[src/rtl/hwpe_stream_tcdm_load_buffer_if.sv]
// TCDM port bundle: request channel plus one-cycle-later read response.
// Latency: none, pure signal bundle.
// Backpressure: req/gnt handshake on requests, r_valid carries no stall.
interface hwpe_stream_intf_tcdm;
    logic        req;
    logic        gnt;
    logic [31:0] add;
    logic        wen;
    logic [3:0]  be;
    logic [31:0] data;
    logic [31:0] r_data;
    logic        r_valid;

    modport master (
        output req, add, wen, be, data,
        input  gnt, r_data, r_valid
    );

    modport slave (
        input  req, add, wen, be, data,
        output gnt, r_data, r_valid
    );
endinterface

[src/rtl/hwpe_stream_tcdm_load_buffer.sv]
// Generic occupancy-counted FIFO, registered output, no fall-through.
// Latency: a pushed word is visible at the head one cycle after the push.
// Backpressure: caller must respect full/empty; head data is zero while empty.
module lb_fifo #(
    parameter int unsigned WIDTH = 32,
    parameter int unsigned DEPTH = 4
) (
    input  logic                       clk,
    input  logic                       clr,
    input  logic                       push,
    input  logic [WIDTH-1:0]           wdat,
    input  logic                       pop,
    output logic [WIDTH-1:0]           rdat,
    output logic [$clog2(DEPTH):0]     count,
    output logic                       full,
    output logic                       empty
);
    localparam int unsigned AW = $clog2(DEPTH);
    localparam int unsigned CW = AW + 1;

    logic [WIDTH-1:0] mem [DEPTH];
    logic [AW-1:0]    wptr;
    logic [AW-1:0]    rptr;
    logic [CW-1:0]    cnt;

    assign full  = (cnt == CW'(DEPTH));
    assign empty = (cnt == '0);
    assign count = cnt;
    // Head is forced to zero while empty so stale storage never leaks out.
    assign rdat  = empty ? '0 : mem[rptr];

    // Storage array: written on push, never reset.
    always_ff @(posedge clk) begin
        if (push) begin
            mem[wptr] <= wdat;
        end
    end

    // Pointers wrap naturally (power-of-two depth); occupancy drives full/empty.
    always_ff @(posedge clk) begin
        if (clr) begin
            wptr <= '0;
            rptr <= '0;
            cnt  <= '0;
        end else begin
            if (push) begin
                wptr <= wptr + 1'b1;
            end
            if (pop) begin
                rptr <= rptr + 1'b1;
            end
            if (push && !pop) begin
                cnt <= cnt + CW'(1);
            end else if (!push && pop) begin
                cnt <= cnt - CW'(1);
            end
        end
    end
endmodule

// Load decoupling buffer: HWPE load requests -> TCDM, read data -> HWPE consumer.
// Latency: slave grant to master req >= 1 cycle; master r_valid to slave r_valid >= 1 cycle.
// Backpressure: slave gnt drops when request FIFO full; issue stalls until response space is reserved.
module hwpe_stream_tcdm_load_buffer #(
    parameter int unsigned REQ_DEPTH  = 4,
    parameter int unsigned RESP_DEPTH = 4
) (
    input  logic                          clk_i,
    input  logic                          rst_i,
    input  logic                          clear_i,
    hwpe_stream_intf_tcdm.slave           tcdm_slave,
    input  logic                          ready_i,
    hwpe_stream_intf_tcdm.master          tcdm_master,
    output logic                          req_empty_o,
    output logic                          resp_full_o,
    output logic [$clog2(RESP_DEPTH):0]   pending_o
);
    localparam int unsigned PW = $clog2(RESP_DEPTH) + 1;
    localparam int unsigned SW = PW + 1;
    localparam int unsigned RW = $clog2(REQ_DEPTH) + 1;

    logic          clr;
    logic          slave_gnt;
    logic          req_push;
    logic          req_pop;
    logic          req_full;
    logic          req_empty;
    logic [35:0]   req_head;
    logic [RW-1:0] req_count_unused;

    logic          resp_push;
    logic          resp_pop;
    logic          resp_full;
    logic          resp_empty;
    logic [31:0]   resp_head;
    logic [PW-1:0] resp_count;

    logic [PW-1:0] pending_q;
    logic [SW-1:0] credit_sum;
    logic          credit_ok;
    logic          mst_req;
    logic          unused_slave_fields;

    assign clr = rst_i || clear_i;

    // Loads only: write enable and write data from the HWPE are not used.
    assign unused_slave_fields = ^{tcdm_slave.wen, tcdm_slave.data};

    // Request side: no pass-through, so a pop never frees a slot the same cycle.
    assign slave_gnt = !req_full && !clear_i;
    assign req_push  = tcdm_slave.req && slave_gnt;

    // A request may only issue if its response is guaranteed a FIFO slot.
    assign credit_sum = {1'b0, pending_q} + {1'b0, resp_count};
    assign credit_ok  = (credit_sum < SW'(RESP_DEPTH));
    assign mst_req    = !req_empty && credit_ok;
    assign req_pop    = mst_req && tcdm_master.gnt;

    // Responses with nothing outstanding are leftovers from before a reset/clear.
    assign resp_push = tcdm_master.r_valid && (pending_q != '0);
    assign resp_pop  = !resp_empty && ready_i;

    lb_fifo #(
        .WIDTH (36),
        .DEPTH (REQ_DEPTH)
    ) i_req_fifo (
        .clk   (clk_i),
        .clr   (clr),
        .push  (req_push),
        .wdat  ({tcdm_slave.be, tcdm_slave.add}),
        .pop   (req_pop),
        .rdat  (req_head),
        .count (req_count_unused),
        .full  (req_full),
        .empty (req_empty)
    );

    lb_fifo #(
        .WIDTH (32),
        .DEPTH (RESP_DEPTH)
    ) i_resp_fifo (
        .clk   (clk_i),
        .clr   (clr),
        .push  (resp_push),
        .wdat  (tcdm_master.r_data),
        .pop   (resp_pop),
        .rdat  (resp_head),
        .count (resp_count),
        .full  (resp_full),
        .empty (resp_empty)
    );

    // Outstanding-read counter: up on master grant, down on an accepted response.
    always_ff @(posedge clk_i) begin
        if (clr) begin
            pending_q <= '0;
        end else if (req_pop && !resp_push) begin
            pending_q <= pending_q + PW'(1);
        end else if (!req_pop && resp_push) begin
            pending_q <= pending_q - PW'(1);
        end
    end

    // Credit scheme must make a push into a full response FIFO unreachable.
    resp_overflow_a : assert property (@(posedge clk_i) disable iff (clr)
        !(resp_push && resp_full));

    assign tcdm_slave.gnt     = slave_gnt;
    assign tcdm_slave.r_valid = !resp_empty;
    assign tcdm_slave.r_data  = resp_head;

    assign tcdm_master.req    = mst_req;
    assign tcdm_master.add    = req_head[31:0];
    assign tcdm_master.be     = req_head[35:32];
    assign tcdm_master.wen    = 1'b1;
    assign tcdm_master.data   = 32'h0;

    assign req_empty_o = req_empty;
    assign resp_full_o = resp_full;
    assign pending_o   = pending_q;
endmodule

[src/flat_wrapper.sv]
// flat-port wrapper written by rule: the top's interface ports become plain ports
module hwpe_stream_tcdm_load_buffer_flat 
#(
    parameter int unsigned REQ_DEPTH  = 4,
    parameter int unsigned RESP_DEPTH = 4
)
  (clk_i, rst_i, clear_i, ready_i, req_empty_o, resp_full_o, pending_o, tcdm_slave_req, tcdm_slave_add, tcdm_slave_wen, tcdm_slave_be, tcdm_slave_data, tcdm_slave_gnt, tcdm_slave_r_data, tcdm_slave_r_valid, tcdm_master_req, tcdm_master_add, tcdm_master_wen, tcdm_master_be, tcdm_master_data, tcdm_master_gnt, tcdm_master_r_data, tcdm_master_r_valid);
  hwpe_stream_intf_tcdm tcdm_slave_i ();
  hwpe_stream_intf_tcdm tcdm_master_i ();
  input  logic clk_i;
  input  logic rst_i;
  input  logic clear_i;
  input  logic ready_i;
  output logic req_empty_o;
  output logic resp_full_o;
  output logic [$clog2(RESP_DEPTH):0] pending_o;
  input wire logic [$bits(tcdm_slave_i.req)-1:0] tcdm_slave_req;
  input wire logic [$bits(tcdm_slave_i.add)-1:0] tcdm_slave_add;
  input wire logic [$bits(tcdm_slave_i.wen)-1:0] tcdm_slave_wen;
  input wire logic [$bits(tcdm_slave_i.be)-1:0] tcdm_slave_be;
  input wire logic [$bits(tcdm_slave_i.data)-1:0] tcdm_slave_data;
  output wire logic [$bits(tcdm_slave_i.gnt)-1:0] tcdm_slave_gnt;
  output wire logic [$bits(tcdm_slave_i.r_data)-1:0] tcdm_slave_r_data;
  output wire logic [$bits(tcdm_slave_i.r_valid)-1:0] tcdm_slave_r_valid;
  output wire logic [$bits(tcdm_master_i.req)-1:0] tcdm_master_req;
  output wire logic [$bits(tcdm_master_i.add)-1:0] tcdm_master_add;
  output wire logic [$bits(tcdm_master_i.wen)-1:0] tcdm_master_wen;
  output wire logic [$bits(tcdm_master_i.be)-1:0] tcdm_master_be;
  output wire logic [$bits(tcdm_master_i.data)-1:0] tcdm_master_data;
  input wire logic [$bits(tcdm_master_i.gnt)-1:0] tcdm_master_gnt;
  input wire logic [$bits(tcdm_master_i.r_data)-1:0] tcdm_master_r_data;
  input wire logic [$bits(tcdm_master_i.r_valid)-1:0] tcdm_master_r_valid;
  assign tcdm_slave_i.req = tcdm_slave_req;
  assign tcdm_slave_i.add = tcdm_slave_add;
  assign tcdm_slave_i.wen = tcdm_slave_wen;
  assign tcdm_slave_i.be = tcdm_slave_be;
  assign tcdm_slave_i.data = tcdm_slave_data;
  assign tcdm_slave_gnt = tcdm_slave_i.gnt;
  assign tcdm_slave_r_data = tcdm_slave_i.r_data;
  assign tcdm_slave_r_valid = tcdm_slave_i.r_valid;
  assign tcdm_master_req = tcdm_master_i.req;
  assign tcdm_master_add = tcdm_master_i.add;
  assign tcdm_master_wen = tcdm_master_i.wen;
  assign tcdm_master_be = tcdm_master_i.be;
  assign tcdm_master_data = tcdm_master_i.data;
  assign tcdm_master_i.gnt = tcdm_master_gnt;
  assign tcdm_master_i.r_data = tcdm_master_r_data;
  assign tcdm_master_i.r_valid = tcdm_master_r_valid;
  hwpe_stream_tcdm_load_buffer #(.REQ_DEPTH(REQ_DEPTH), .RESP_DEPTH(RESP_DEPTH)) u_core (.clk_i(clk_i), .rst_i(rst_i), .clear_i(clear_i), .tcdm_slave(tcdm_slave_i), .ready_i(ready_i), .tcdm_master(tcdm_master_i), .req_empty_o(req_empty_o), .resp_full_o(resp_full_o), .pending_o(pending_o));
endmodule
[config.mk]
export PLATFORM = sky130hd
export DESIGN_NAME = hwpe_stream_tcdm_load_buffer_flat
export DESIGN_NICKNAME = d
export VERILOG_FILES = /design/src/rtl/hwpe_stream_tcdm_load_buffer_if.sv /design/src/rtl/hwpe_stream_tcdm_load_buffer.sv /design/src/flat_wrapper.sv
export SDC_FILE = /design/constraint.sdc
export NUM_CORES = 1
export LEC_CHECK = 0
export ABC_AREA = 0
export ABC_CLOCK_PERIOD_IN_PS = 7300
export BUFFER_PORTS_ARGS = -buffer_cell sky130_fd_sc_hd__buf_4
export CELL_PAD_IN_SITES_DETAIL_PLACEMENT = 1
export CELL_PAD_IN_SITES_GLOBAL_PLACEMENT = 1
export CORE_ASPECT_RATIO = 0.6
export CORE_MARGIN = 3
export CORE_UTILIZATION = 51
export DETAILED_ROUTE_END_ITERATION = 8
export GPL_TIMING_DRIVEN = 0
export PLACE_DENSITY = 0.93
export REMOVE_ABC_BUFFERS = 1
export SLEW_MARGIN = 20
export SYNTH_ARGS = -nofsm -noshare
export SYNTH_HDL_FRONTEND = slang
export SYNTH_HIERARCHICAL = 1
export SYNTH_SLANG_ARGS = --single-unit
[constraint.sdc]
create_clock -name clk_i -period 7.3 [get_ports clk_i]
set_input_delay 0 -clock clk_i [delete_from_list [all_inputs] [get_ports clk_i]]
set_output_delay 0 -clock clk_i [all_outputs]
set_load 0.01 [all_outputs]
# Yosys cells after proc, flatten, opt, wreduce, memory -nomap -nowiden
# Memories as Yosys holds them, arrays and structs flattened. A register that Yosys moved wholly into a read port is not among the register bits.
# Index checks and enable logic that the tools add are counted.
# word_totals
reg_bits	17
ram_bits	272
input_bits	108
out_inout_bits	109
elab_cells	66
memories	2
# memory_table
name	depth	word_bits	rd	rd_clocked_by_memory_dff	write_ports	line_no	source
u_core.i_req_fifo.mem	4	36	1	1	1	hwpe_stream_tcdm_load_buffer.sv:21	logic [WIDTH-1:0] mem [DEPTH];
u_core.i_resp_fifo.mem	4	32	1	1	1	hwpe_stream_tcdm_load_buffer.sv:21	
# classes
addsub	11
order_cmp	1
n_eq_ne	2
n_mux	16
n_reduce_logical	27
# op_table
op	n
36-bit 2-to-1 mux	1
32-bit 2-to-1 mux	1
3-bit 2-to-1 mux	6
1-bit logical AND	12
3-bit by 1-bit adder with 3-bit output, second input constant	3
3-bit by 1-bit subtractor with 3-bit output, second input constant	3
2-bit by 1-bit adder with 2-bit output, second input constant	4
1-bit logical NOT	8
2-bit 2-to-1 mux	4
3-bit == test, second input constant	2
3-bit logical NOT	2
2-bit nonzero test	3
3-bit by 3-bit adder with 4-bit output	1
4-bit by 3-bit < comparator with 1-bit output, second input constant	1
1-bit 2-to-1 mux	4
3-bit nonzero test	1
1-bit logical OR	1

# Logic depth before layout (Yosys ltp)
# logic_depth
depth_word	8
ltp_mapped	12
ltp_nobuf	11

# Hierarchy
# Netlist, hierarchy kept.
# modules_own_cells
module	instances	cells_per_inst	area_each_um2	seq_area_each_um2
lb_fifo at u_core.i_req_fifo	1	271	5870.6	4504.3
lb_fifo at u_core.i_resp_fifo	1	246	5266.3	4023.9
hwpe_stream_tcdm_load_buffer	1	61	495.5	60.1

# Worst setup path before layout
# No wires, ideal clock.
# synth_path
kind	register to register
startpoint	register u_core.i_req_fifo.cnt[0], in the netlist u_core/i_req_fifo/count[0]
endpoint	register u_core.pending_q[2], in the netlist u_core/pending_o[2]
setup_ns	0.070
t_arrival_ns	2.908
required_ns	7.230
path_slack_ns	4.322
stages_incl_launch_ff	12
n_path_buf	1
synth_period_minus_slack_ns	2.978
cell_sequence	dfxtp_1 nor3_2 clkbuf_1 or4_4 a31oi_2 and2_1 ha_1 inv_1 fa_1 xor2_1 or3_1 a21oi_1
# synth_via
elab_chain_cells	7
word_cells_on_any_way	9
classes_between	1 x mux; 8 x reduce/logical
# synth_lines
item	line_no	source
from (decl)	hwpe_stream_tcdm_load_buffer.sv:24	logic [CW-1:0] cnt;
from (signal assigned)	hwpe_stream_tcdm_load_buffer.sv:53	cnt <= cnt + CW'(1);
from (signal assigned)	hwpe_stream_tcdm_load_buffer.sv:55	cnt <= cnt - CW'(1);
3-bit logical NOT (*)	hwpe_stream_tcdm_load_buffer.sv:27	assign empty = (cnt == '0);
via req_empty_o	flat_wrapper.sv:14	output logic req_empty_o;
1-bit logical NOT (*)	hwpe_stream_tcdm_load_buffer.sv:116	assign mst_req = !req_empty && credit_ok;
1-bit logical AND (*)	hwpe_stream_tcdm_load_buffer.sv:116	
via tcdm_master_req	flat_wrapper.sv:25	output wire logic [$bits(tcdm_master_i.req)-1:0] tcdm_master_req;
1-bit logical AND (*)	hwpe_stream_tcdm_load_buffer.sv:117	assign req_pop = mst_req && tcdm_master.gnt;
via u_core.req_pop	hwpe_stream_tcdm_load_buffer.sv:85	logic req_pop;
1-bit logical NOT	hwpe_stream_tcdm_load_buffer.sv:159	end else if (!req_pop && resp_push) begin
1-bit logical AND	hwpe_stream_tcdm_load_buffer.sv:159	
2-bit nonzero test (no line)	n/a	
to (signal assigned)	hwpe_stream_tcdm_load_buffer.sv:158	pending_q <= pending_q + PW'(1);
to (signal assigned)	hwpe_stream_tcdm_load_buffer.sv:160	pending_q <= pending_q - PW'(1);
to (decl)	hwpe_stream_tcdm_load_buffer.sv:98	logic [PW-1:0] pending_q;
# Mark *: on every way through the listed nets, which the timed path passes. The rest lies on a longest branch.
# A chain may end at the register's enable or synchronous reset.

# Worst setup path in the final report
# layout_path
startpoint	register u_core.i_req_fifo.cnt[0], in the netlist u_core/i_req_fifo/count[0]
endpoint	register u_core.pending_q[2], in the netlist u_core/pending_o[2]
# layout_via
elab_chain_cells	7
word_cells_on_any_way	9
classes_between	1 x mux; 8 x reduce/logical
# layout_lines
item	line_no
3-bit logical NOT (*)	hwpe_stream_tcdm_load_buffer.sv:27
1-bit logical NOT (*)	hwpe_stream_tcdm_load_buffer.sv:116
1-bit logical AND (*)	hwpe_stream_tcdm_load_buffer.sv:116
1-bit logical AND (*)	hwpe_stream_tcdm_load_buffer.sv:117
via u_core.req_pop	hwpe_stream_tcdm_load_buffer.sv:85
1-bit logical NOT	hwpe_stream_tcdm_load_buffer.sv:159
1-bit logical AND	hwpe_stream_tcdm_load_buffer.sv:159
2-bit nonzero test (no line)	n/a
# Marks and branches as above.

==> results.md <==
* Ys async rst share at 0%
* Largest net degree at the start of global routing at 33
* Yosys warnings at 6
* Crit Reg-Reg Endpoint: u_core/pending_o[2]
* Main area contributors after synthesis: edfxtp_1 (70%), mux4_2 (13%), nor2b_1 (3.7%)
* Slew Limit Headroom at 54.2%
* DRT Wirelength at 27.2 mm
* Fin nets at 941
* Overall Power at 3810 µW
* Hold_ws at 0.0332 ns
* R2R depth at 11
* NetSw at 841 µW
* Sequential cell area fraction in the yosys report at 73.8%
* Comb power frac at 11.2%
* CTS Sinks at 293
* CORE AREA at 22,200 µm²
* DRC viols at 0
* Initial antenna violation count at 0
* Max Freq at 297 MHz
* Number of global-route vias before repair at 6,955
* Avg Inst Size Synth at 20.1 µm²
* Root Buffer: clkbuf_16
* Area after DPL at 13,200 µm²
* Rows at 42
* Num CTS Buffers at 27
* Pint at 2970 µW
* Die Height at 123 µm
* Power density over cell area at 258 nW/µm²
* Number of flops mapped to enable cells by yosys at 272
* CP Capture Point: u_core/pending_o[2]
* Mapped Cells at 578
* Setup crit start: u_core/i_req_fifo/count[0]
* Vias per inst at 5.33
* Worst Path Buf+Inv at 2
* Min-Delay Path Class: in -> reg
* Most frequent cells in the layout: edfxtp_1 (272), buf_4 (153), dlygate4sd3_1 (69), nor2b_1 (69), mux4_2 (68)
* Global-route wire length before repair at 41.8 mm
* Slew @ Worst Pin at 0.687 ns
* Design Area, Final at 14,800 µm²
* R2r setup slk at 3.93 ns
* GPL Wtd Cong at 0.702
* Layout cells sized above 1 at 34.6%
* Die width at 201 µm
* Initial cell density of the core at 52.3%
* Area leader, netlist: edfxtp_1
* Detail Placement HPWL at 16.9 mm
* # diodes at 0
* Top Ports at 217
* Post-synth top flop: edfxtp_1
* GRT overflow at 0
* Stages on worst setup path at 11
* Critical Path AT at 3.82 ns
* Iteration-0 DRC Markers at 369
* DRT Pass-1 Iters at 6
* Final period util at 46.1%
* Final ANT Viol Nets at 0
* RR Startpoint: u_core/i_req_fifo/count[0]
* H-tree Lvls at 1
* Final Critical Period at 3.37 ns
* Power share of the clock group at 39.1%
* Worst-skew pair later-pin latency at 0.53 ns
* Crit start category: register
* WS Path Type: reg -> reg
* Top cell family by delay on the critical path: simple AND/OR/NAND/NOR gates
* Synthesis-to-layout area growth at 27.3%
* Final hold vios at 0
* Setup Skew at 0.00825 ns
* Pleak at 0.00515 µW
* Hold_sp: tcdm_slave_req
* Max Cap Violations at 0
* Clock Pin Slew Worst Setup and Hold Paths at 0.06 ns
* RSZ-0062 raised after global routing: false
* Die area at 24,700 µm²
* Max FO, Critical Path at 16
* Critical Path, Cell by Cell: nor3_4 -> buf_6 -> or4_4 -> a31oi_2 -> and2_1 -> ha_1 -> inv_1 -> fa_1 -> xor2_1 -> or3_1 -> a21oi_1
* Status: finished clean
* Slowest CP cell: or4_4
* Port Buffers at 150
* Sequential share of power at 49.7%
* CTS Buffer Depth at 3
* Switch share at 22.1%
* Yosys top cell area share at 70.2%
* Worst Path Required at 7.75 ns
* DR vias at 6,092
* GRT Total Usage at 22.2%
* Setup TNS at 0 ns
* CTS tree: built
* # setup viols final at 0
* Post-CTS setup buffer count at 0
* FF+latch count, synth at 293
* Wirelength per Cell at 23.8 µm
* Netlist cell types at 29
* CP peak stage delay at 0.52 ns
* Setup crit end kind: register
* Fin. max-slew vios at 0
* Commonest non-fill, non-tap cell in the layout: edfxtp_1
* Max VDD drop at 0.223 mV
* Mapped Area at 11,600 µm²
power groups by stage:
stage | Sequential [µW] | Clock (µW) | Combinational (µW)
3_5_place_dp | 1930 | 0 | 388
4_1_cts | 1900 | 1510 | 426
3_3_place_gp | 1930 | 0 | 348
2_1_floorplan | 1930 | 0 | 182
6_report | 1900 | 1490 | 427
5_1_grt | 1900 | 1600 | 460
metal layers:
metal / vias to the layer above / routed length [µm] / GRT usage (%)
li1: 2656 / - / -
met5: - / 0 / 0
met3: 60 / 1050 / 3.42
met4: 0 / 851 / 7.06
met2: 183 / 14500 / 40.8
met1: 3193 / 10800 / 27.7
sequential cells by signal (all words and copies together), names as in the netlist, named ones only:
| register | count |
|---|---|
| u_core/i_req_fifo/mem | 144 |
| u_core/i_resp_fifo/wptr | 2 |
| u_core/i_req_fifo/count | 3 |
| u_core/i_req_fifo/rptr | 2 |
| u_core/i_resp_fifo/count | 3 |
| u_core/pending_o | 3 |
| u_core/i_req_fifo/wptr | 2 |
| u_core/i_resp_fifo/rptr | 2 |
| u_core/i_resp_fifo/mem | 128 |
worst min-delay path by stage:
| stage | end | cells after the start | slack (ns) |
|---|---|---|---|
| finish | u_core/i_req_fifo/wptr[1] | 4 | 0.03 |
| global route | u_core/i_req_fifo/count[2] | 3 | 0.05 |
| CTS | u_core/i_req_fifo/count[2] | 3 | 0.007 |
| detailed placement | u_core/i_req_fifo/mem[0][16] | 1 | 0.20 |
| global placement | u_core/i_req_fifo/mem[0][32] | 1 | 0.20 |
| floorplan | tcdm_slave_gnt | 1 | 0.05 |
cell usage after synthesis (4+ instances only):
library cell  number
clkbuf_1           7
buf_4             33
xnor2_1            4
ha_1              13
buf_2              7
inv_1             11
xor2_1             8
nor2b_1           69
buf_6              8
and2_1            10
nor2_1            17
mux2i_1            5
mux4_2            68
dfxtp_1           21
edfxtp_1         272
through the flow:
step / setup slack, ns / std cells / util, %
after global placement: 1.82 / 1011 / 57.8
after floorplan: 3.57 / 553 / -
after detailed placement: 4.08 / 1027 / 59.3
after global routing: 3.82 / 1144 / 66.6
final: 3.93 / 1144 / 66.6
after CTS: 4.01 / 1144 / 66.6
cell type report:
class / instances / area (µm²)
Sequential cell: 293 / 8600
Inverter: 11 / 41.3
Fill cell: 1882 / 7420
Multi-Input combinational cell: 249 / 2740
Clock inverter: 18 / 239
Timing Repair Buffer: 235 / 2120
Clock buffer: 30 / 687
Tap cell: 308 / 385
cell families after synthesis:
logic type,share of synthesized area [%]
XOR/XNOR,0.904
other,0.0646
AND/OR/NAND/NOR,5.43
AO/OA/AOI/OAI,0.430
flip-flops,73.8
adder cells (fa/ha/maj),1.91
multiplexers,13.6
buffers and inverters,3.83
worst register-to-register path: stages, from the launching register on:
cell and delay, ns:
dfxtp_1 0.47, nor3_4 0.12, buf_6 0.18, or4_4 0.53, a31oi_2 0.25, and2_1 0.33, ha_1 0.28, inv_1 0.08
fa_1 0.39, xor2_1 0.16, or3_1 0.33, a21oi_1 0.16
what timing repair did:
action                                 in CTS  in global routing
resized for setup                           0                  0
endpoints found under the hold margin     274                  0
hold buffers                               69                  0
(Power assumes the default switching activity.)
